--- src/rtl/seg_scan_ctrl.sv ---
// Eight-digit seven-segment scan controller: prescaled digit select out to the byte
// selector, optional hex decode of the returned byte, and dead-time blanked outputs.
module seg_scan_ctrl #(
  parameter int CNT_MAX = 50000,
  parameter int DEAD    = 4
) (
  input  logic       clk,
  input  logic       rst,
  input  logic       en,
  input  logic       hex_mode,
  input  logic [7:0] blank_mask,
  input  logic [7:0] mux_q,
  output logic [2:0] sel,
  output logic [7:0] dig_n,
  output logic [7:0] seg_n,
  output logic       frame_done
);

  localparam int CW = (CNT_MAX > 1) ? $clog2(CNT_MAX) : 1;
  localparam logic [CW-1:0] CNT_LAST = CW'(CNT_MAX - 1);
  localparam logic [CW-1:0] DEAD_C   = CW'(DEAD);

  logic [CW-1:0] cnt;
  logic          slot_end;
  logic          in_dead;
  logic [6:0]    hex_seg;
  logic [7:0]    pattern;

  assign slot_end = (cnt == CNT_LAST);
  assign in_dead  = (cnt < DEAD_C);

  always_comb begin
    hex_seg = 7'h00;
    case (mux_q[3:0])
      4'h0: hex_seg = 7'h3F;
      4'h1: hex_seg = 7'h06;
      4'h2: hex_seg = 7'h5B;
      4'h3: hex_seg = 7'h4F;
      4'h4: hex_seg = 7'h66;
      4'h5: hex_seg = 7'h6D;
      4'h6: hex_seg = 7'h7D;
      4'h7: hex_seg = 7'h07;
      4'h8: hex_seg = 7'h7F;
      4'h9: hex_seg = 7'h6F;
      4'hA: hex_seg = 7'h77;
      4'hB: hex_seg = 7'h7C;
      4'hC: hex_seg = 7'h39;
      4'hD: hex_seg = 7'h5E;
      4'hE: hex_seg = 7'h79;
      4'hF: hex_seg = 7'h71;
      default: hex_seg = 7'h00;
    endcase
  end

  assign pattern = hex_mode ? {mux_q[7], hex_seg} : mux_q;

  // Outputs keep refreshing while en is low so the frozen digit stays lit.
  always_ff @(posedge clk) begin
    if (rst) begin
      cnt        <= '0;
      sel        <= 3'd0;
      dig_n      <= 8'hFF;
      seg_n      <= 8'hFF;
      frame_done <= 1'b0;
    end else begin
      if (en) begin
        if (slot_end) begin
          cnt <= '0;
          sel <= sel + 3'd1;
        end else begin
          cnt <= cnt + 1'b1;
        end
      end
      frame_done <= en && slot_end && (sel == 3'd7);
      dig_n      <= (in_dead || blank_mask[sel]) ? 8'hFF : ~(8'b1 << sel);
      seg_n      <= ~pattern;
    end
  end

endmodule

--- config.mk ---
export PLATFORM = sky130hd
export DESIGN_NAME = seg_scan_ctrl
export DESIGN_NICKNAME = d
export VERILOG_FILES = /design/src/rtl/seg_scan_ctrl.sv
export SDC_FILE = /design/constraint.sdc
export NUM_CORES = 1
export LEC_CHECK = 0
export ABC_CLOCK_PERIOD_IN_PS = 1550
export CELL_PAD_IN_SITES_DETAIL_PLACEMENT = 0
export CELL_PAD_IN_SITES_GLOBAL_PLACEMENT = 1
export CORE_UTILIZATION = 30
export DETAILED_ROUTE_END_ITERATION = 7
export PLACE_DENSITY_LB_ADDON = 0.1
export SYNTH_ARGS = -nofsm -noshare
export SYNTH_HDL_FRONTEND = slang
export SYNTH_SLANG_ARGS = --single-unit
--- constraint.sdc ---
create_clock -name clk -period 1.55 [get_ports clk]
set_input_delay 0.155 -clock clk [delete_from_list [all_inputs] [get_ports clk]]
set_output_delay 0.155 -clock clk [all_outputs]
set_load 0.05 [all_outputs]
==> flow_summary.ini, run 1 <==
[run_status]
status = complete, no violations

[die]
initial_core_util = 0.3115
dieArea_um2 = 6465
die_y_um = 80.41
dieWidth_um = 80.41
num_rows = 28
design.core.area_um2 = 5921
ios = 40

[synth]
synth_common_cells = dfxtp_1, nor2_1, nand2_1
async_reset_ff_frac = 0
synth_top_area_cell = dfxtp_1
synth_edf_count = 0
seq_area_frac_synth = 0.3908
ys.flop_type = dfxtp_1
synthDistinctLibCells = 44
synth_area_leaders = dfxtp_1, ha_1, nor2_1
syn_area_per_cell_um2 = 9.507
synth.ff_latch_count = 36
synthesis.area_um2 = 1844
synthesis.nets = 227
yosysMostFrequentCell = dfxtp_1
synth_warnings = 0
synth.top_cell.area_share = 0.3908
synth_cells = 194

[timing]
finalHoldViolCount = 0
slew_violations = 0
setup_ws_ns = 0.07040
fin_skew_ns = 0.002591
finalCritPeriodShare = 0.9546
max_slew_margin = 0.7382
max_freq_mhz = 675.9
setup_viol = 0
rsz0062_at_grt = false
fin_crit_ns = 1.480
timing.setup.tns_ns = 0
tightest_slew_ns = 0.3891

[setup_path]
startpoint = sel[0]$_SDFFE_PP0P_
start_kind = register
required_ns = 1.73
r2r_start = sel[0]$_SDFFE_PP0P_
critPathMaxFanout = 6
end_kind = register
r2r_cells = 4
critPathKind = register to register
rrSetupSlack_ns = 0.07
timing.rr.end = dig_n[3]$_SDFF_PP1_
crit_end = dig_n[3]$_SDFF_PP1_
cp.arrival_ns = 1.66

[global_routing]
grt_start_max_net_pins = 16
grt_use_total = 0.1422
first_global_vias = 1646
grt_overflow = 0
antenna_found_initial = 0
grt_pass1_wl_um = 7093

[finish]
nFillCells = 581
num-nets-final = 296
diodes = 0
fin_cells = 339
area_delta_synth_final_pct = 42.13
drive_gt1_frac = 0.3144

[placement]
dp_hpwl_um = 3318
placedCellCount = 330
pre_cts_slack_ns = -0.2683
gp_congestion = 0.8714
portBuffers = 39

[drt]
routed_wl_um = 4276
met3_length_um = 191
viasPerCell = 4.823
wl_met1_um = 1794
drtPass1Iterations = 4
top_layer_used = met4
drc = 0
wire_per_inst_um = 12.61
route.antenna.remaining_nets = 0
drt_iter0_markers = 76
vias = 1635
dr_wl_met2_um = 2192

[cts]
clk_pin_slew_ns = 0.07
cts_tree = done
insertion_delay_ns = 0.28
cts-buffers-inserted = 5
htree_levels = 2
clockBufferDepth = 2
clock_sinks = 36
root_buffer = clkbuf_8

[power_and_ir_drop]
leakagePower_nw = 1.063
p_total_mw = 2.068
ir_drop_v = 0.0002845
power.density_nw_per_um2 = 789.1

[min_path]
hold_start = mux_q[0]
hold_path.class = input pin to register

[job]
maxCapViolCount = 0
==> through the flow <==
stage | utilization | hold slack (ns) | area, um2
final | 0.4427 | 0.3077 | 2621
after CTS | 0.4377 | 0.3516 | 2591
after detailed placement | 0.4189 | 0.5362 | 2480
after floorplan | - | 0.2287 | 1862
after global routing | 0.4427 | 0.3438 | 2621
after global placement | 0.4189 | 0.5289 | 2480
==> routing by layer <==
layer	vias up	global-route usage
li1	821	-
met1	758	0.1575
met2	46	0.2517
met3	10	0.03409
met4	0	0.06964
met5	-	0
==> power by group <==
part	switching, mW	internal [mW]	total [mW]
Combinational	0.148	0.143	0.291
Clock	0.350	0.476	0.826
Sequential	0.00754	0.944	0.951
Total	0.506	1.56	2.07
==> cells by family after synthesis <==
logic type | after synthesis | share of synthesized area
mux | 7 | 0.05292
compound gates | 27 | 0.1058
fa+ha+maj | 13 | 0.08820
simple gates | 79 | 0.2422
xor+xnor | 14 | 0.06649
buf+inv | 18 | 0.05359
flops | 36 | 0.3908
==> timing repair <==
item                       4_1_cts  5_1_grt
buffers inserted                 0        1
hold buffers                     0        0
gates resized for setup          0       10
setup endpoints to repair        0        9
==> flip-flops by register name (all words and copies together) (netlist names) <==
name / count
cnt: 16
dig_n: 8
frame_done: 1
sel: 3
seg_n: 8
==> layout make-up <==
cell class	instances	area [um2]	area share
Clock buffer	5	68.82	0.02625
Multi-Input combinational cell	140	1049	0.4000
Timing Repair Buffer	73	610.6	0.2329
Clock inverter	3	42.54	0.01623
Inverter	7	26.28	0.01002
Tap cell	75	93.84	0.03580
Sequential cell	36	730.7	0.2788
==> layout by cell type, fill, tap and decap left out, types with 5 or more instances in the layout <==
cell type        count
ha_1                13
clkdlybuf4s50_1     18
inv_1                7
a21oi_1             10
clkbuf_8             5
xnor2_1              9
dfxtp_1             30
nand2b_1             5
nor3_1               5
nor2_1              23
dfxtp_2              5
buf_4               53
nand2_1             15
nand4_1              7
xor2_1               5
==> worst min-delay path by stage <==
stage / depth (start not counted) / slack [ns] / endpoint
after detailed placement: 2 / 0.54 / sel[1]$_SDFFE_PP0P_
final: 3 / 0.31 / seg_n[0]$_SDFF_PP1_
after CTS: 2 / 0.35 / seg_n[7]$_SDFF_PP1_
after global routing: 3 / 0.34 / seg_n[0]$_SDFF_PP1_
after global placement: 2 / 0.53 / sel[1]$_SDFFE_PP0P_
after floorplan: 1 / 0.23 / seg_n[7]$_SDFF_PP1_
==> worst max-delay path, stage by stage (launching register included) <==
cell and delay (ns):
dfxtp_4 0.39, mux4_2 0.52, mux2_2 0.27, nor2_1 0.12
nand2_1 0.07
Note: power is estimated with default switching activity, not from simulation.
==> inputs of run 2 (changes only) <==
--- a/config.mk
+++ b/config.mk
@@ -8,6 +8,7 @@
 export ABC_CLOCK_PERIOD_IN_PS = 1550
 export CELL_PAD_IN_SITES_DETAIL_PLACEMENT = 0
 export CELL_PAD_IN_SITES_GLOBAL_PLACEMENT = 1
+export CORE_MARGIN = 2
 export CORE_UTILIZATION = 30
 export DETAILED_ROUTE_END_ITERATION = 7
 export PLACE_DENSITY_LB_ADDON = 0.1
==> run 2 against run 1 <==
Net effect: hold slack better by 0.056 ns; via count up 0.80%; clock power down 18%; worst setup slack better by 0.0028 ns; die area up 5.0%.
==> flow_summary.ini, run 2 (synthesis results as in run 1) <==
[run_status]
status = complete, no violations

[global_routing]
first_global_vias = 1635
grt_pass1_wl_um = 7155
grt_start_max_net_pins = 16
grt_use_total = 0.1411
antenna_found_initial = 0
grt_overflow = 0

[drt]
drt_iter0_markers = 61
wire_per_inst_um = 13.08
routed_wl_um = 4460
viasPerCell = 4.833
vias = 1648
drc = 0
drtPass1Iterations = 4
route.antenna.remaining_nets = 0

[finish]
num-nets-final = 298
final_common_cell = buf_4
diodes = 0
nFillCells = 586
largest_reg_flops = 16
largest_registers = cnt (16), dig_n (8), seg_n (8)
area_delta_synth_final_pct = 41.86
seq_area_um2 = 730.7
multi_input_area_um2 = 1050
drive_gt1_frac = 0.3158
postLayoutCellArea_um2 = 2616
final_cell_mix = buf_4, dfxtp_1, nor2_1
largest-register = cnt

[die]
design.core.area_um2 = 5921
dieArea_um2 = 6791
ios = 40
dieWidth_um = 82.41
num_rows = 28
die_y_um = 82.41
initial_core_util = 0.3115

[power_and_ir_drop]
leakagePower_nw = 1.062
power.density_nw_per_um2 = 736.9
switching_share = 0.2460
switchingPower_mw = 0.4743
ir_drop_v = 0.0003193
comb_power_share = 0.154
pwr-share-clk = 0.352
p_int_mw = 1.454
power_frac_seq = 0.494

[timing]
max_freq_mhz = 677.1
tightest_slew_ns = 0.4527
rsz0062_at_grt = false
setup_ws_ns = 0.07317
finalCritPeriodShare = 0.9528
fin_crit_ns = 1.477
slew_violations = 0
fin_skew_ns = 0.006452
max_slew_margin = 0.6973
finalHoldViolCount = 0
setup_viol = 0

[setup_path]
crit_chain = and4_1 > nand4_4 > or4_4 > a21oi_2
cp_slowest_stage_delay_ns = 0.44
r2r_cells = 4
cp.arrival_ns = 1.70
critical_path.top_delay_family = simple AND/OR/NAND/NOR gates
critPathKind = register to register
critPathMaxFanout = 6
timing.rr.end = cnt[15]$_SDFFE_PP0P_
rrSetupSlack_ns = 0.07
critPathSlowestCell = dfxtp_1
end_kind = register
r2r_start = cnt[5]$_SDFFE_PP0P_
path_buf_inv = 0
startpoint = cnt[5]$_SDFFE_PP0P_
required_ns = 1.77
start_kind = register

[placement]
placedInstanceArea_um2 = 2502
pre_cts_slack_ns = -0.3359
gp_congestion = 0.8636
portBuffers = 39
dp_hpwl_um = 3543

[cts]
cts_tree = done
insertion_delay_ns = 0.29
root_buffer = clkbuf_8
post_cts.repair.setup_buffers = 0
htree_levels = 2
clk_pin_slew_ns = 0.07
cts-buffers-inserted = 5
clock_sinks = 36
clockBufferDepth = 2

[min_path]
hold_path.class = input pin to register
hold_start = mux_q[7]
hold_depth = 2
worstHoldEndpoint = seg_n[7]$_SDFF_PP1_

[job]
maxCapViolCount = 0
## run 2: per-stage QoR
step	cells	hold WS (ns)	util	TNS (ns)	total power [mW]
after floorplan	194	0.2287	-	0	1.124
after global placement	333	0.5251	0.4227	-1.990	1.260
after detailed placement	333	0.5345	0.4227	-2.476	1.269
after CTS	341	0.3530	0.4389	0	1.962
after global routing	341	0.3960	0.4419	0	2.012
final	341	0.3641	0.4419	0	1.928
## run 2: what timing repair did
action                     4_1_cts  5_1_grt
hold buffers                     0        0
gates resized for setup          2       10
gates cloned                     0        0
setup endpoints to repair        2        9
pin swaps                        0        3
## run 2: metal layers
metal  vias to the layer above  global-route usage  share of wire
li1                        827                   -              -
met1                       773              0.1514           0.41
met2                        35              0.2476           0.52
met3                        13             0.02826          0.037
met4                         0             0.09667          0.036
met5                         -                   0              0
## run 2: worst max-delay path by stage
stage                            to  slack, ns  cells after the start
2_1_floorplan   cnt[8]$_SDFFE_PP0P_      0.009                      7
3_3_place_gp    seg_n[4]$_SDFF_PP1_      -0.28                      6
3_5_place_dp    seg_n[4]$_SDFF_PP1_      -0.34                      6
4_1_cts        cnt[15]$_SDFFE_PP0P_       0.01                      3
5_1_grt        cnt[10]$_SDFFE_PP0P_      0.004                      5
6_report       cnt[15]$_SDFFE_PP0P_       0.07                      4
## run 2: power by group through the flow
stage | Clock [mW] | Combinational, mW | Sequential, mW
after global routing | 0.740 | 0.317 | 0.954
after floorplan | 0 | 0.0938 | 1.03
after global placement | 0 | 0.287 | 0.973
final | 0.679 | 0.296 | 0.953
after detailed placement | 0 | 0.296 | 0.973
after CTS | 0.712 | 0.297 | 0.952
## run 2: area by class of cell
class | count | area share
multi-input cells | 140 | 0.4012
clock buffers | 8 | 0.03443
well taps | 75 | 0.03587
inverters | 7 | 0.01004
flip-flops and latches | 36 | 0.2793
repair buffers | 75 | 0.2391
==> inputs of run 3 (changes only) <==
--- a/config.mk
+++ b/config.mk
@@ -11,6 +11,7 @@
 export CORE_MARGIN = 2
 export CORE_UTILIZATION = 30
 export DETAILED_ROUTE_END_ITERATION = 7
+export HOLD_SLACK_MARGIN = 0.03
 export PLACE_DENSITY_LB_ADDON = 0.1
 export SYNTH_ARGS = -nofsm -noshare
 export SYNTH_HDL_FRONTEND = slang
==> results of run 3 <==
Final layout, timing and power as in run 2 (identical DEF).
==> patch 1: new RTL, settings of run 2 <==
Add an input register stage for `en`, `hex_mode`, `blank_mask` and `mux_q`; this delays them by one clock.
--- a/src/rtl/seg_scan_ctrl.sv
+++ b/src/rtl/seg_scan_ctrl.sv
@@ -21,4 +21,16 @@
   localparam logic [CW-1:0] DEAD_C   = CW'(DEAD);
 
+  logic en_q;
+  logic hex_mode_q;
+  logic [7:0] blank_mask_q;
+  logic [7:0] mux_q_q;
+
+  always_ff @(posedge clk) begin
+    en_q         <= en;
+    hex_mode_q   <= hex_mode;
+    blank_mask_q <= blank_mask;
+    mux_q_q      <= mux_q;
+  end
+
   logic [CW-1:0] cnt;
   logic          slot_end;
@@ -32,5 +44,5 @@
   always_comb begin
     hex_seg = 7'h00;
-    case (mux_q[3:0])
+    case (mux_q_q[3:0])
       4'h0: hex_seg = 7'h3F;
       4'h1: hex_seg = 7'h06;
@@ -53,5 +65,5 @@
   end
 
-  assign pattern = hex_mode ? {mux_q[7], hex_seg} : mux_q;
+  assign pattern = hex_mode_q ? {mux_q_q[7], hex_seg} : mux_q_q;
 
   // Outputs keep refreshing while en is low so the frozen digit stays lit.
@@ -64,5 +76,5 @@
       frame_done <= 1'b0;
     end else begin
-      if (en) begin
+      if (en_q) begin
         if (slot_end) begin
           cnt <= '0;
@@ -72,6 +84,6 @@
         end
       end
-      frame_done <= en && slot_end && (sel == 3'd7);
-      dig_n      <= (in_dead || blank_mask[sel]) ? 8'hFF : ~(8'b1 << sel);
+      frame_done <= en_q && slot_end && (sel == 3'd7);
+      dig_n      <= (in_dead || blank_mask_q[sel]) ? 8'hFF : ~(8'b1 << sel);
       seg_n      <= ~pattern;
     end
Formal check against the unedited RTL: not equivalent (Yosys sat finds a counterexample within 4 cycles, from zero or initial values and one cycle with rst high).
==> patch 1 against run 2 <==
Global-route usage down 2.0 points; final area up 26%; non-clock buffer count down 7; synthesized area up 28%; critical path depth up 1; synthesized cell count up 13%; count of clock-buffer cells in the layout up 2; sequential cell count up 25; wire length up 7.4%; first-iteration DRC count down 67%; total power up 72%; clock power up 100%; worst setup slack better by 0.025 ns; fmax up 1.7%.
==> patch 1: results (changes against run 2) <==
===========================================================================================
Number of design-rule violations left by the first detailed-router iteration .           20   was 61
Cell chosen for the clock root ............................................... sky130_fd_sc_hd__clkbuf_8   unchanged
Top area cells in the synthesized netlist .................................... sky130_fd_sc_hd__dfxtp_1 (52%), sky130_fd_sc_hd__ha_1 (7.4%), sky130_fd_sc_hd__xnor2_1 (4.5%), sky130_fd_sc_hd__mux2i_1 (3.4%), sky130_fd_sc_hd__nor2_1 (3.2%)   was sky130_fd_sc_hd__dfxtp_1 (39%), sky130_fd_sc_hd__ha_1 (8.8%), sky130_fd_sc_hd__nor2_1 (4.7%), sky130_fd_sc_hd__xnor2_1 (4.3%), sky130_fd_sc_hd__nand2_1 (3.1%)
Clock latency on the worst-skew pair .........................................      0.34 ns   was 0.29 ns
Netlist cell types ...........................................................           40   was 44
Slew at the pin closest to its max-slew limit ................................    0.4738 ns   was 0.4527 ns
Reg2Reg Setup Slack ..........................................................       0.1 ns   was 0.07 ns
Leakage power of the design ..................................................     1.309 nW   was 1.062 nW
Global-route wire length before repair .......................................      7797 um   was 7155 um
Global-route total usage across every layer ..................................       12.09%   was 14.11%
Final net count ..............................................................          326   was 298
Switching share of total power ...............................................       25.54%   was 24.60%
Maximum ir drop on the vdd rail ..............................................     479.7 uV   was 319.3 uV
Clock buffers created by TritonCTS ...........................................            9   was 5
Post-detailed-route via-to-cell ratio ........................................        4.358   was 4.833
Worst Skew ...................................................................  0.003969 ns   was 0.006452 ns
Top post-synthesis cells by count ............................................ sky130_fd_sc_hd__dfxtp_1 (61), sky130_fd_sc_hd__nor2_1 (20), sky130_fd_sc_hd__nand2_1 (18), sky130_fd_sc_hd__ha_1 (14), sky130_fd_sc_hd__xnor2_1 (12)   was sky130_fd_sc_hd__dfxtp_1 (36), sky130_fd_sc_hd__nor2_1 (23), sky130_fd_sc_hd__nand2_1 (15), sky130_fd_sc_hd__ha_1 (13), sky130_fd_sc_hd__a21oi_1 (10)
Number of H-tree levels ......................................................            3   was 2
Weighted congestion at the end of routability-driven global placement ........       0.7180   was 0.8636
Peak fanout along the critical path ..........................................            7   was 6
Syn_nets .....................................................................          253   was 227
Post-detailed-placement half-perimeter wirelength ............................      3462 um   was 3543 um
Run status ...................................................................    completed   unchanged
CP peak stage delay ..........................................................      0.43 ns
Via count of the first global-routing pass ...................................         1664   was 1635
Part of the Yosys area used for sequential elements ..........................       51.83%   was 39.08%
Number of inserted filler cells in the final layout ..........................          800   was 586
===========================================================================================
## patch 1: changes by cell type in the layout (fill, tap and decap cells not counted), moves of 4 or more
cell                      before  now
sky130_fd_sc_hd__and4_1        4    0
sky130_fd_sc_hd__dfxtp_1      30   56
sky130_fd_sc_hd__nor2_1       23   19
sky130_fd_sc_hd__a21oi_1      10    6
sky130_fd_sc_hd__or2_2         0    8
sky130_fd_sc_hd__buf_4        55   48
sky130_fd_sc_hd__mux2i_1       3    8
## patch 1: worst paths after layout
path	from	endpoint	cells past startpoint
worst max-delay path	cnt[2]	cnt[11]	5
worst min-delay path	blank_mask[5]	blank_mask_q[5]	1
worst max register to register	cnt[2]	cnt[11]	5
worst min register to register	mux_q_q[7]	seg_n[7]	1
## patch 1: cell families after synthesis
logic type / share of synthesized area, %
AO/OA/AOI/OAI: 5.417
flip-flops: 51.83
AND/OR/NAND/NOR: 19.97
XOR/XNOR: 5.576
adder cells (fa/ha/maj): 7.435
multiplexers: 6.744
buffers and inverters: 3.027
## patch 1: timing repair
action,4_1_cts,5_1_grt
resized for setup,0,14
endpoints found under the hold margin,0,0
setup endpoints to repair,0,24
setup buffers,0,2
hold buffers,0,0
## patch 1: layout make-up
cell class	instances	area, um^2	area share [%]
inverter	10	37.54	1.142
multi-input combinational	142	1126	34.27
clock inverter	6	45.04	1.371
timing repair buffer	68	570.5	17.36
sequential	61	1230	37.43
tap	102	127.6	3.884
clock buffer	10	148.9	4.532
## patch 1: stage by stage
stage / setup WS [ns] / cells / area [um^2] / hold slack, ns
after floorplan: 0.02420 / 219 / 2361 / 0.1827
after global placement: -0.04520 / 381 / 3010 / 0.3599
after detailed placement: -0.06502 / 381 / 3010 / 0.3675
after CTS: 0.01104 / 397 / 3204 / 0.2321
after global routing: 0.006507 / 399 / 3286 / 0.2307
final: 0.09821 / 399 / 3286 / 0.2514
## patch 1: power groups by stage
stage	Clock (mW)	Combinational (mW)	Sequential (mW)
after detailed placement	0	0.302	1.69
after global routing	1.48	0.326	1.66
after floorplan	0	0.102	1.74
after CTS	1.41	0.303	1.65
final	1.36	0.302	1.66
after global placement	0	0.302	1.69
## patch 1: worst register-to-register path, stage by stage (launching register included)
cell                      delay (ns)
sky130_fd_sc_hd__dfxtp_1        0.43
sky130_fd_sc_hd__buf_4          0.17
sky130_fd_sc_hd__nand4_4        0.17
sky130_fd_sc_hd__nor4_1         0.38
sky130_fd_sc_hd__xnor2_1        0.16
sky130_fd_sc_hd__nor2_1         0.05
## patch 1: metal layers
layer / routed length [um] / vias up / global-route usage, %
met2: 2161 / 33 / 18.61
met3: 208 / 7 / 3.906
met1: 2304 / 799 / 14.62
li1: - / 900 / -
met4: 117 / 0 / 7.475
met5: 0 / - / 0
==> patch 2: new RTL, config.mk and constraints of run 2 <==
Made on the original files. Set the parameter `CNT_MAX` to 25000 (it was 50000).
--- a/src/rtl/seg_scan_ctrl.sv
+++ b/src/rtl/seg_scan_ctrl.sv
@@ -2,5 +2,5 @@
 // selector, optional hex decode of the returned byte, and dead-time blanked outputs.
 module seg_scan_ctrl #(
-  parameter int CNT_MAX = 50000,
+  parameter int CNT_MAX = 25000,
   parameter int DEAD    = 4
 ) (
Formal check against the unedited RTL: same outputs for any inputs over 10 cycles, from zero or initial values and one cycle with rst high; that may be too few to reach the edited logic, so the function may still have changed.
==> patch 2 against run 2 <==
The flow now finishes with violations (setup timing); cell count did not move; wire length decreased by 4.7%; sequential cell count fell by 1; synthesized area decreased by 7.4%; final area shrank 1.0%; worst setup slack worse by 0.21 ns; total power up 0.20%; critical endpoint is now sel[1].
==> patch 2: results (changes against run 2) <==
====================================================================================
Data buffer area share ................................................       26.18%   was 23.91%
Weighted congestion at the end of routability-driven global placement .       0.8283   was 0.8636
Run status ............................................................ finished, violations left   was completed
Portion of netlist area occupied by mux cells .........................       5.568%   was 5.292%
Syn_nets ..............................................................          215   was 227
Signal inverters ......................................................            8   was 7
Failing checks ........................................................ setup timing
Power dissipated in sequential cells ..................................       930 uW   was 953 uW
Post-synthesis compound-gate area fraction ............................       9.597%   was 10.58%
CP peak stage delay ...................................................      0.56 ns   was 0.44 ns
Top area cells in the synthesized netlist ............................. sky130_fd_sc_hd__dfxtp_1 (41%), sky130_fd_sc_hd__ha_1 (9.5%), sky130_fd_sc_hd__nand2_1 (5.3%), sky130_fd_sc_hd__nor2_1 (4.0%), sky130_fd_sc_hd__xor2_1 (3.6%)   was sky130_fd_sc_hd__dfxtp_1 (39%), sky130_fd_sc_hd__ha_1 (8.8%), sky130_fd_sc_hd__nor2_1 (4.7%), sky130_fd_sc_hd__xnor2_1 (4.3%), sky130_fd_sc_hd__nand2_1 (3.1%)
Leakage power of the design ...........................................     1.093 nW   was 1.062 nW
WL per Instance .......................................................     12.46 um   was 13.08 um
Count of multi-input combinational gates ..............................          134   was 140
Count of buffers not belonging to the clock network in the layout .....           84   was 75
Clock Network Area Fraction ...........................................       3.865%   was 3.443%
Placeable Area ........................................................    5507 um^2   was 5921 um^2
Multi-input gate share of total cell area .............................       37.92%   was 40.12%
RR Endpoint ...........................................................       sel[1]   was cnt[15]
Adder and majority cell fraction of the synthesized area ..............       9.524%   was 8.820%
Final setup vio count .................................................           25   was 0
Avg Cell Area, Syn ....................................................   9.384 um^2   was 9.507 um^2
Placement Setup Slack .................................................   -0.2555 ns   was -0.3359 ns
Worst path setup slack after routing ..................................   -0.1399 ns   was 0.07317 ns
Number of inserted filler cells in the final layout ...................          555   was 586
Worst path slowest cell ............................................... sky130_fd_sc_hd__or4_4   was sky130_fd_sc_hd__dfxtp_1
Number of cells in the design after placement .........................          331   was 333
Summed negative setup slack over all endpoints ........................    -2.515 ns   was 0 ns
Global-route total usage across every layer ...........................       14.68%   was 14.11%
Internal power of the cells ...........................................     1.467 mW   was 1.454 mW
Parity-gate share of the synthesized area counting xor and xnor cells .       6.667%   was 6.649%
====================================================================================
[patch 2: cell families (layout without fill, tap and decap cells)]
logic type,Yosys count,in the layout
DFF,35,35
muxes,7,7
and+or+nand+nor,75,76
xor gates and xnor gates,13,13
adders and majority gates,13,13
buffers and inverters,14,100
AOI/OAI and AO/OA,25,25
[patch 2: worst max-delay path by stage]
| stage | from | endpoint | slack [ns] | depth (start not counted) |
|---|---|---|---|---|
| floorplan | cnt[9] | cnt[9] | -0.17 | 5 |
| global placement | en | cnt[14] | -0.21 | 5 |
| detailed placement | mux_q[1] | seg_n[0] | -0.26 | 7 |
| CTS | cnt[9] | cnt[14] | -0.14 | 5 |
| global route | cnt[9] | sel[1] | -0.24 | 5 |
| finish | cnt[9] | sel[1] | -0.14 | 5 |
[patch 2: layer usage]
layer / wire [um] / vias to the layer above / GRT usage (%)
li1: - / 807 / -
met1: 1874 / 719 / 18.77
met2: 1990 / 53 / 23.36
met3: 327 / 6 / 4.751
met4: 59 / 0 / 4.655
met5: 0 / - / 0
